$ cat config.mk
export PLATFORM = sky130hd
export DESIGN_NAME = seven_seg_demux
export DESIGN_NICKNAME = d
export VERILOG_FILES = /design/src/rtl/seven_seg_pkg.sv /design/src/rtl/sync_stability_filter.sv /design/src/rtl/seven_seg_demux.sv
export SDC_FILE = /design/constraint.sdc
export NUM_CORES = 1
export LEC_CHECK = 0
export CORE_AREA = 2 2 115 117
export DETAILED_ROUTE_END_ITERATION = 6
export DIE_AREA = 0 0 117 119
export GPL_ROUTABILITY_DRIVEN = 0
export PLACE_DENSITY = 0.66
export SYNTH_ARGS = -nofsm -noshare
export SYNTH_HDL_FRONTEND = slang
export SYNTH_SLANG_ARGS = --single-unit
$ cat constraint.sdc
create_clock -name clk -period 5.4 [get_ports clk]
set_input_delay 0.54 -clock clk [delete_from_list [all_inputs] [get_ports clk]]
set_output_delay 0.54 -clock clk [all_outputs]
set_load 0.05 [all_outputs]
$ cat src/rtl/seven_seg_pkg.sv
// ---------------------------------------------------------------------------
// Module : seven_seg_pkg
// Brief  : Shared glyph set (both directions), decoder and classifier states.
// Rev    : 1.0 - initial release
// ---------------------------------------------------------------------------
`default_nettype none

package seven_seg_pkg;

  // Active-low segment patterns, bit0 = a ... bit6 = g
  localparam logic [6:0] SEG_BLANK = 7'h7F;
  localparam logic [6:0] SEG_0     = 7'h40;
  localparam logic [6:0] SEG_1     = 7'h79;
  localparam logic [6:0] SEG_2     = 7'h24;
  localparam logic [6:0] SEG_3     = 7'h30;
  localparam logic [6:0] SEG_4     = 7'h19;
  localparam logic [6:0] SEG_5     = 7'h12;
  localparam logic [6:0] SEG_6     = 7'h02;
  localparam logic [6:0] SEG_7     = 7'h78;
  localparam logic [6:0] SEG_8     = 7'h00;
  localparam logic [6:0] SEG_9     = 7'h10;
  localparam logic [6:0] SEG_A     = 7'h08;
  localparam logic [6:0] SEG_B     = 7'h03;
  localparam logic [6:0] SEG_C     = 7'h46;
  localparam logic [6:0] SEG_D     = 7'h21;
  localparam logic [6:0] SEG_E     = 7'h06;
  localparam logic [6:0] SEG_F     = 7'h0E;

  // Encoder-side table; element i is the glyph for nibble i
  localparam logic [15:0][6:0] HEX2SEG = {
    SEG_F, SEG_E, SEG_D, SEG_C, SEG_B, SEG_A, SEG_9, SEG_8,
    SEG_7, SEG_6, SEG_5, SEG_4, SEG_3, SEG_2, SEG_1, SEG_0
  };

  typedef enum logic [1:0] {
    ST_IDLE     = 2'd0,
    ST_SETTLING = 2'd1,
    ST_CAPTURED = 2'd2
  } state_e;

  // Returns {valid, nibble}; unrecognised patterns give {0, 4'h0}
  function automatic logic [4:0] seg2hex(input logic [6:0] seg);
    logic [4:0] res;
    res = 5'h00;
    for (int i = 0; i < 16; i++) begin
      if (seg == HEX2SEG[i]) res = {1'b1, 4'(i)};
    end
    return res;
  endfunction

endpackage

`default_nettype wire

$ cat src/rtl/sync_stability_filter.sv
// ---------------------------------------------------------------------------
// Module : sync_stability_filter
// Brief  : 2-flop synchroniser plus change detector and stability counter.
// Rev    : 1.0 - initial release
// ---------------------------------------------------------------------------
`default_nettype none

module sync_stability_filter #(
  parameter int WIDTH         = 13,
  parameter int STABLE_CYCLES = 4
) (
  input  logic             clk,
  input  logic             rst_n,
  input  logic [WIDTH-1:0] din,
  output logic [WIDTH-1:0] dout,
  output logic             changed,
  output logic             stable_strobe
);

  localparam int              CNT_W     = $clog2(STABLE_CYCLES + 1);
  localparam logic [CNT_W-1:0] CNT_MAX   = CNT_W'(STABLE_CYCLES);
  // The count clears on the edge after the change reaches the synchroniser
  // output, so the S-th stable edge is the one where the count leaves S-2.
  localparam logic [CNT_W-1:0] STROBE_AT = CNT_W'(STABLE_CYCLES - 2);

  logic [WIDTH-1:0] sync1_q, sync2_q, prev_q;
  logic [WIDTH-1:0] sync1_d, sync2_d, prev_d;
  logic [CNT_W-1:0] hold_cnt_q, hold_cnt_d;

  always_comb begin
    sync1_d    = din;
    sync2_d    = sync1_q;
    prev_d     = sync2_q;
    changed    = (sync2_q != prev_q);
    hold_cnt_d = hold_cnt_q;
    if (changed) begin
      hold_cnt_d = '0;
    end else if (hold_cnt_q != CNT_MAX) begin
      hold_cnt_d = hold_cnt_q + CNT_W'(1);
    end
    stable_strobe = !changed && (hold_cnt_q == STROBE_AT);
  end

  always_ff @(posedge clk or negedge rst_n) begin
    if (!rst_n) begin
      sync1_q    <= '1;
      sync2_q    <= '1;
      prev_q     <= '1;
      hold_cnt_q <= '0;
    end else begin
      sync1_q    <= sync1_d;
      sync2_q    <= sync2_d;
      prev_q     <= prev_d;
      hold_cnt_q <= hold_cnt_d;
    end
  end

  assign dout = sync2_q;

endmodule

`default_nettype wire

$ cat src/rtl/seven_seg_demux.sv
// ---------------------------------------------------------------------------
// Module : seven_seg_demux
// Brief  : Rebuilds per-digit patterns from a multiplexed 7-seg display bus.
// Rev    : 1.0 - initial release
// ---------------------------------------------------------------------------
`default_nettype none

module seven_seg_demux
  import seven_seg_pkg::*;
#(
  parameter int NUM_DIGITS    = 6,
  parameter int STABLE_CYCLES = 4
) (
  input  logic                    clk,
  input  logic                    rst_n,
  input  logic [6:0]              seg_in,
  input  logic [NUM_DIGITS-1:0]   an_in,
  output logic [7*NUM_DIGITS-1:0] digit_seg,
  output logic [4*NUM_DIGITS-1:0] digit_hex,
  output logic [NUM_DIGITS-1:0]   digit_valid,
  output logic                    frame_done,
  output logic                    an_error
);

  localparam int W = NUM_DIGITS + 7;

  logic [W-1:0]          window;
  logic                  changed, stable_strobe;
  logic [NUM_DIGITS-1:0] an_low;
  logic [6:0]            seg;
  logic                  one_low, multi_low, cap_en;
  logic [4:0]            dec;

  state_e state_q, state_d;

  logic [7*NUM_DIGITS-1:0] digit_seg_q, digit_seg_d;
  logic [4*NUM_DIGITS-1:0] digit_hex_q, digit_hex_d;
  logic [NUM_DIGITS-1:0]   digit_valid_q, digit_valid_d;
  logic [NUM_DIGITS-1:0]   seen_q, seen_d, seen_next;
  logic                    frame_done_q, frame_done_d;
  logic                    an_error_q, an_error_d;

  sync_stability_filter #(
    .WIDTH         (W),
    .STABLE_CYCLES (STABLE_CYCLES)
  ) u_filter (
    .clk           (clk),
    .rst_n         (rst_n),
    .din           ({an_in, seg_in}),
    .dout          (window),
    .changed       (changed),
    .stable_strobe (stable_strobe)
  );

  assign an_low    = ~window[W-1:7];
  assign seg       = window[6:0];
  assign one_low   = (an_low != '0) && ((an_low & (an_low - NUM_DIGITS'(1))) == '0);
  assign multi_low = (an_low != '0) && !one_low;
  assign dec       = seg2hex(seg);

  always_ff @(posedge clk or negedge rst_n) begin
    if (!rst_n) state_q <= ST_IDLE;
    else        state_q <= state_d;
  end

  always_comb begin
    state_d = state_q;
    if (changed) begin
      state_d = ST_SETTLING;
    end else if (state_q == ST_SETTLING && stable_strobe) begin
      state_d = (an_low == '0) ? ST_IDLE : ST_CAPTURED;
    end
  end

  // Only the SETTLING->stable transition captures, so a held window fires once
  always_comb begin
    cap_en = (state_q == ST_SETTLING) && stable_strobe;
  end

  always_comb begin
    digit_seg_d   = digit_seg_q;
    digit_hex_d   = digit_hex_q;
    digit_valid_d = digit_valid_q;
    seen_d        = seen_q;
    seen_next     = seen_q | an_low;
    frame_done_d  = 1'b0;
    an_error_d    = 1'b0;
    if (cap_en && one_low) begin
      for (int k = 0; k < NUM_DIGITS; k++) begin
        if (an_low[k]) begin
          digit_seg_d[7*k +: 7] = seg;
          digit_hex_d[4*k +: 4] = dec[3:0];
          digit_valid_d[k]      = dec[4];
        end
      end
      if (&seen_next) begin
        frame_done_d = 1'b1;
        seen_d       = '0;
      end else begin
        seen_d       = seen_next;
      end
    end else if (cap_en && multi_low) begin
      an_error_d = 1'b1;
    end
  end

  always_ff @(posedge clk or negedge rst_n) begin
    if (!rst_n) begin
      digit_seg_q   <= {NUM_DIGITS{SEG_BLANK}};
      digit_hex_q   <= '0;
      digit_valid_q <= '0;
      seen_q        <= '0;
      frame_done_q  <= 1'b0;
      an_error_q    <= 1'b0;
    end else begin
      digit_seg_q   <= digit_seg_d;
      digit_hex_q   <= digit_hex_d;
      digit_valid_q <= digit_valid_d;
      seen_q        <= seen_d;
      frame_done_q  <= frame_done_d;
      an_error_q    <= an_error_d;
    end
  end

  assign digit_seg   = digit_seg_q;
  assign digit_hex   = digit_hex_q;
  assign digit_valid = digit_valid_q;
  assign frame_done  = frame_done_q;
  assign an_error    = an_error_q;

endmodule

`default_nettype wire

==> results.md, run 1 <==
* CP peak stage delay at 1070 ps
* Worst-Skew Late Latency at 410 ps
* DR vias/cell at 4.853
* Design area at 6555 sq um
* Max Root-Sink Buffers at 2
* Placeable Area at 12870 sq um
* Result of the run: finished clean
* Total power at 2.086 mW
* Placed cell count at 582
* Setup Skew at 5.564 ps
* Antenna violations before repair at 0
* Tmin final at 3320 ps
* Worst-path clk slew at 50 ps
* Most frequent cells in the layout: 87 x clkdlybuf4s50_1, 81 x dfstp_2, 60 x mux2_1, 43 x dfrtp_1, 18 x clkbuf_16
* Vias in the first global route at 3181
* # rows at 42
* Yosys warnings at 0
* DRC at 0
* Startpoint Class: flip-flop
* PD cells at 318.3 nW/um^2
* Syn Area/Cell at 14.89 sq um
* N_diodes at 0
* Detailed Route Iter0 Violations at 133
* Slew Viols, Final at 0
* Post-route insts no fill at 614
* Mapped Area at 4987 sq um
* Critical path, cell by cell: xor2_1 -> nor4_1 -> nand4_2 -> nor4_4 -> mux2_1
* Max Cap Viol at 0
* Total gr overflow at 0
* Filler cells at 1120
* Syn Inst Count at 335
* Starting Density at 38.74%
* Critical path arrival at 3610 ps
* Ports at 89
* Pleak at 2.839 nW
* Routed WL at 10910 microns
* Max FO, Critical Path at 21
* Critical-path top delay cell: nor4_4
* Fmax at 301.2 MHz
* Most common cell after layout, fill and taps aside: clkdlybuf4s50_1
* Worst Setup Path Type: flip-flop to flip-flop
* Register area share after synthesis at 64.25%
* Area occupied by multi-input gates at 1647 sq um
* Worst min path class: input pin to asynchronous set/reset pin
* Max VDD drop at 0.1777 mV
* Post-detailed-route wirelength per cell at 17.76 microns
* Post-CTS resize count at 0
* Antenna Nets Post-Route at 0
* CTS tree: yes
* Library cells used by synthesis at 46
* Die height at 119 microns
* PortBufs at 88
* CTS buffer count at 17
* Cts hold-fix bufs at 0
* Synthesis-stage register bit count at 124
* Tcrit/Tclk final at 61.48%
* Worst-Margin Slew at 1086 ps
* Hold Fails Final Rpt at 0
* Final setup violation count at 0
* Sequential Area at 3204 sq um
* Largest net degree at the start of global routing at 82
* Final setup TNS at 0 ps
* Share of cells above drive strength 1 at 30.14%
* Final net count at 443
* RSZ-0062 raised after global routing: false
* CTS sink count at 124
* Die width at 117 microns
* Number of post-CTS setup repair buffers at 0
* Total Routing Usage GR at 17.12%
* First-pass GRT wire length at 17590 microns
* Syn nets at 353
* Post-place instance area at 6002 sq um
* Max_slew headroom at 27.06%
* Critical Path RT at 5690 ps
* Setup crit end kind: flip-flop
* Clk root buf: clkbuf_16
* Via count at 2980
* Area Overhead vs Synth at 31.44%
* Die area at 13920 sq um
* Post-DP HPWL at 7029 microns
* Total iterations of the first detailed-routing run at 5
* H-tree levels at 4
metrics by stage:
| stage | setup WS [ps] | util (%) | hold slack (ps) |
|---|---|---|---|
| 2_1_floorplan | 2974 | - | 244.4 |
| 3_3_place_gp | 2061 | 46.62 | 346.4 |
| 3_5_place_dp | 2029 | 46.62 | 347.0 |
| 4_1_cts | 2028 | 50.91 | 343.3 |
| 5_1_grt | 1809 | 50.91 | 358.4 |
| 6_report | 2080 | 50.91 | 321.3 |
final cells by class:
cell class | instances | area share (%)
flip-flops and latches | 124 | 48.88
multi-input cells | 182 | 25.12
repair buffers | 90 | 13.63
clock buffers | 26 | 7.940
well taps | 176 | 3.359
inverters | 10 | 0.5726
clock inverters | 6 | 0.4963
where the power goes:
part,total (mW),internal (mW),switching (mW)
clock network,1.04,0.658,0.384
registers,0.985,0.959,0.0258
logic,0.0588,0.0233,0.0355
state kept, by name (all words and copies together), names as in the netlist, 2 cells and up:
name                 cells
u_filter.dout           13
seen_q                   6
u_filter.prev_q         13
digit_valid              6
state_q                  2
digit_hex               24
digit_seg               42
u_filter.hold_cnt_q      3
u_filter.sync1_q        13
metal layers:
layer	wire length (microns)	GRT usage, %
met1	5090	23.56
met5	0	0
met4	154	6.176
met2	5236	26.05
met3	424	4.580
cell families (layout without fill, tap and decap cells):
family | count (synthesis) | in the layout | synth area share, %
fa+ha+maj | 3 | 3 | 0.7527
compound gates | 31 | 31 | 4.315
flops | 124 | 124 | 64.25
mux | 72 | 72 | 16.26
xor+xnor | 16 | 16 | 2.810
buf+inv | 29 | 132 | 3.086
simple gates | 60 | 60 | 8.530
final timing paths:
path / startpoint / to / slack [ps] / cells after the start
worst min-delay path: rst_n / u_filter.hold_cnt_q[0] / 320 / 1
max in group asynchronous: rst_n / digit_seg[33] / 3940 / 2
worst max-delay path: u_filter.dout[3] / digit_hex[8] / 2080 / 5
min in group clk: u_filter.sync1_q[10] / u_filter.dout[10] / 350 / 0
worst min register to register: u_filter.sync1_q[10] / u_filter.dout[10] / 350 / 0
worst max register to register: u_filter.dout[3] / digit_hex[8] / 2080 / 5
Yosys cell counts, drive strengths merged:
cell      n  area share, %
a211oi    2           0.30
a21o      3           0.45
a21oi     3           0.30
and2      2           0.25
and3      2           0.25
and3b     1           0.18
and4      2           0.35
buf      10            1.7
clkbuf    9           0.68
dfrtp    43             22
dfstp    81             43
ha        3           0.75
inv      10           0.75
mux2     72             16
nand2     8           0.60
nand2b    3           0.38
nand3     3           0.30
nand3b    1           0.15
nand4     1           0.25
nand4b    3           0.53
nor2     14            1.1
nor3      4           0.40
nor4      8            2.3
nor4b     2           0.48
nor4bb    1           0.20
o2111ai   1           0.18
o211ai    1           0.15
o21a      7            1.1
o21ai     5           0.50
o221ai    1           0.18
o22ai     4           0.50
o31a      1           0.18
o32ai     2           0.35
o41ai     1           0.18
or3       2           0.25
or3b      1           0.18
or4b      2           0.40
xnor2     2           0.35
xor2     14            2.5
critical path: cells and delay by family (launching register included):
kind             cells  cell delay, ps
multiplexers         1             390
XOR/XNOR             1             120
flip-flops           1             750
AND/OR/NAND/NOR      3            1930
(Power assumes the default switching activity.)
==> run 2, diff against run 1 <==
PLACE_DENSITY = 0.68   (was 0.66)
clock period = 3 ns   (was 5.4 ns; I/O delays follow)
==> run 2 against run 1 <==
  * Sequential share of layout area fell by 1.1 points
  * Sequential power rose by 78%
  * Critical path depth rose by 1
  * Via count rose by 1.9%
  * Setup slack got worse by 1800 ps
  * Clock skew rose by 11 ps
  * Routed wire length fell by 1.1%
  * Clock power rose by 83%
  * First-iteration DRC count fell by 0.75%
  * Worst hold slack got worse by 20 ps
  * Critical path type unchanged
  * Largest cell class unchanged
  * Largest power group unchanged
  * Highest routed layer unchanged
==> results.md, run 2 (synthesized netlist as in run 1, its figures left out) <==
* Area Overhead vs Synth at 34.35%
* Fmax at 373.8 MHz (+24%)
* Share of cells above drive strength 1 at 32.31% (+2.2 points)
* Max VDD drop at 0.3442 mV (+94%)
* Total Routing Usage GR at 16.99% (-0.13 points)
* Worst Setup Path Type: flip-flop to flip-flop
* Most common cell after layout, fill and taps aside: clkdlybuf4s50_1
* DR vias/cell at 4.815 (-0.80%)
* CTS tree: yes
* Worst-Skew Late Latency at 410 ps (about the same)
* PD cells at 565.3 nW/um^2 (+78%)
* Detailed Route Iter0 Violations at 132 (-0.75%)
* Setup Skew at 16.59 ps (+11.03 ps)
* DRC at 0 (unchanged)
* Startpoint Class: flip-flop
* CTS sink count at 124 (unchanged)
* Antenna violations before repair at 0 (unchanged)
* Max reg flops at 42 (unchanged)
* Final setup TNS at 0 ps (unchanged)
* Max Cap Viol at 0 (unchanged)
* Die width at 117 microns (unchanged)
* RSZ-0062 raised after global routing: false
* Die area at 13920 sq um (unchanged)
* Total gr overflow at 0 (unchanged)
* Final setup violation count at 0 (unchanged)
* Via count at 3038 (+1.9%)
* Tmin final at 2675 ps (-644.4 ps)
* Pleak at 2.927 nW (+3.1%)
* Comb power frac at 3.7% (+0.9 points)
* Final core utilization at 52.04% (+1.1 points)
* Worst-Margin Slew at 705.1 ps (-380.8 ps)
* Placeable Area at 12870 sq um (unchanged)
* Result of the run: finished clean
* H-tree levels at 4 (unchanged)
* Max Root-Sink Buffers at 2 (unchanged)
* Antenna Nets Post-Route at 0 (unchanged)
* CTS buffer count at 17 (unchanged)
* CP peak stage delay at 640 ps (-430 ps)
* Post-DP HPWL at 7322 microns (+4.2%)
* Psw at 0.7785 mW (+75%)
* Clock share of power at 50.1% (about the same)
* Total iterations of the first detailed-routing run at 4 (-1)
* Vias in the first global route at 3208 (+0.85%)
* Sequential share of power at 46.2% (-1.0 points)
* # rows at 42 (unchanged)
* Starting Density at 38.74% (unchanged)
* Setup crit end kind: flip-flop
* Max_slew headroom at 52.99% (+26 points)
* Filler cells at 1056 (-5.7%)
* Routed WL at 10790 microns (-1.1%)
* Critical-path top delay cell: nor4_4
* First-pass GRT wire length at 17520 microns (-0.39%)
* Die height at 119 microns (unchanged)
* Max FO, Critical Path at 9 (-57%)
* Largest net degree at the start of global routing at 55 (-33%)
* Critical Path RT at 3300 ps (-2390 ps)
* Hold Fails Final Rpt at 0 (unchanged)
* Final net count at 460 (+3.8%)
* Worst min path class: input pin to flip-flop
* Worst-path clk slew at 50 ps (about the same)
* Clk root buf: clkbuf_16
* Pint at 3.009 mW (+83%)
* PortBufs at 88 (unchanged)
* Post-place instance area at 6135 sq um (+2.2%)
* Design area at 6700 sq um (+2.2%)
* Ports at 89 (unchanged)
* Tcrit/Tclk final at 89.18% (+28 points)
* Sw Share at 20.55% (-0.80 points)
* Most frequent cells in the layout: 87 x clkdlybuf4s50_1, 81 x dfstp_2, 60 x mux2_1, 43 x dfrtp_1, 18 x buf_4
* Critical path arrival at 2980 ps (-630 ps)
* N_diodes at 0 (unchanged)
* Critical path, cell by cell: xor2_1 -> nor4_1 -> nand4_2 -> nor4_4 -> buf_12 -> mux2_2
* Post-detailed-route wirelength per cell at 17.09 microns (-3.8%)
* Slew Viols, Final at 0 (unchanged)
[run 2: power by group through the flow]
stage	Clock, mW	Combinational (mW)	Sequential [mW]
2_1_floorplan	0	0.0619	1.77
3_3_place_gp	0	0.139	1.77
6_report	1.90	0.139	1.75
4_1_cts	1.95	0.142	1.75
5_1_grt	2.05	0.157	1.75
3_5_place_dp	0	0.141	1.78
[run 2: per-layer routing]
layer	track usage (%)	up-vias	part of all wire, %
li1	-	1389	-
met1	22.64	1556	44
met2	25.87	79	49
met3	5.954	14	5.4
met4	5.662	0	1.2
met5	0	-	0
[run 2: worst max-delay path, delay by kind of cell, from the launching register on]
kind / cells / cell delay, ps
buffers and inverters: 1 / 210
multiplexers: 1 / 330
flip-flops: 1 / 610
XOR/XNOR: 1 / 110
AND/OR/NAND/NOR: 3 / 1310
[run 2: metrics by stage]
step           std cells  total power, mW  setup WS (ps)  hold WS, ps
6_report             631            3.787          324.6        301.0
5_1_grt              631            3.962          156.3        278.8
4_1_cts              631            3.848          312.5        278.7
3_5_place_dp         598            1.916          348.1        347.8
3_3_place_gp         598            1.914          395.5        347.4
2_1_floorplan        335            1.829          574.1        4.409
[run 2: timing repair]
item | in CTS | in global routing
resized for setup | 0 | 0
endpoints found under the hold margin | 28 | 0
hold buffers | 1 | 0
buffers inserted | 0 | 0
[run 2: final timing paths]
check / from / to / slack [ps] / cells past startpoint
worst min register to register: u_filter.sync1_q[5] / u_filter.dout[5] / 340 / 0
min in group asynchronous: rst_n / seen_q[0] / 510 / 2
worst max-delay path: u_filter.dout[8] / digit_valid[0] / 320 / 6
max in group asynchronous: rst_n / u_filter.sync1_q[8] / 1610 / 3
worst min-delay path: seg_in[2] / u_filter.sync1_q[2] / 300 / 1
worst max register to register: u_filter.dout[8] / digit_valid[0] / 320 / 6
[run 2: layout make-up]
class / count / area (sq um) / share of cell area, %
clock buffer: 23 / 457.9 / 6.835
multi-input combinational: 182 / 1647 / 24.58
inverter: 10 / 37.54 / 0.5602
sequential: 124 / 3204 / 47.82
tap: 176 / 220.2 / 3.287
timing repair buffer: 107 / 1036 / 15.46
clock inverter: 9 / 97.59 / 1.457
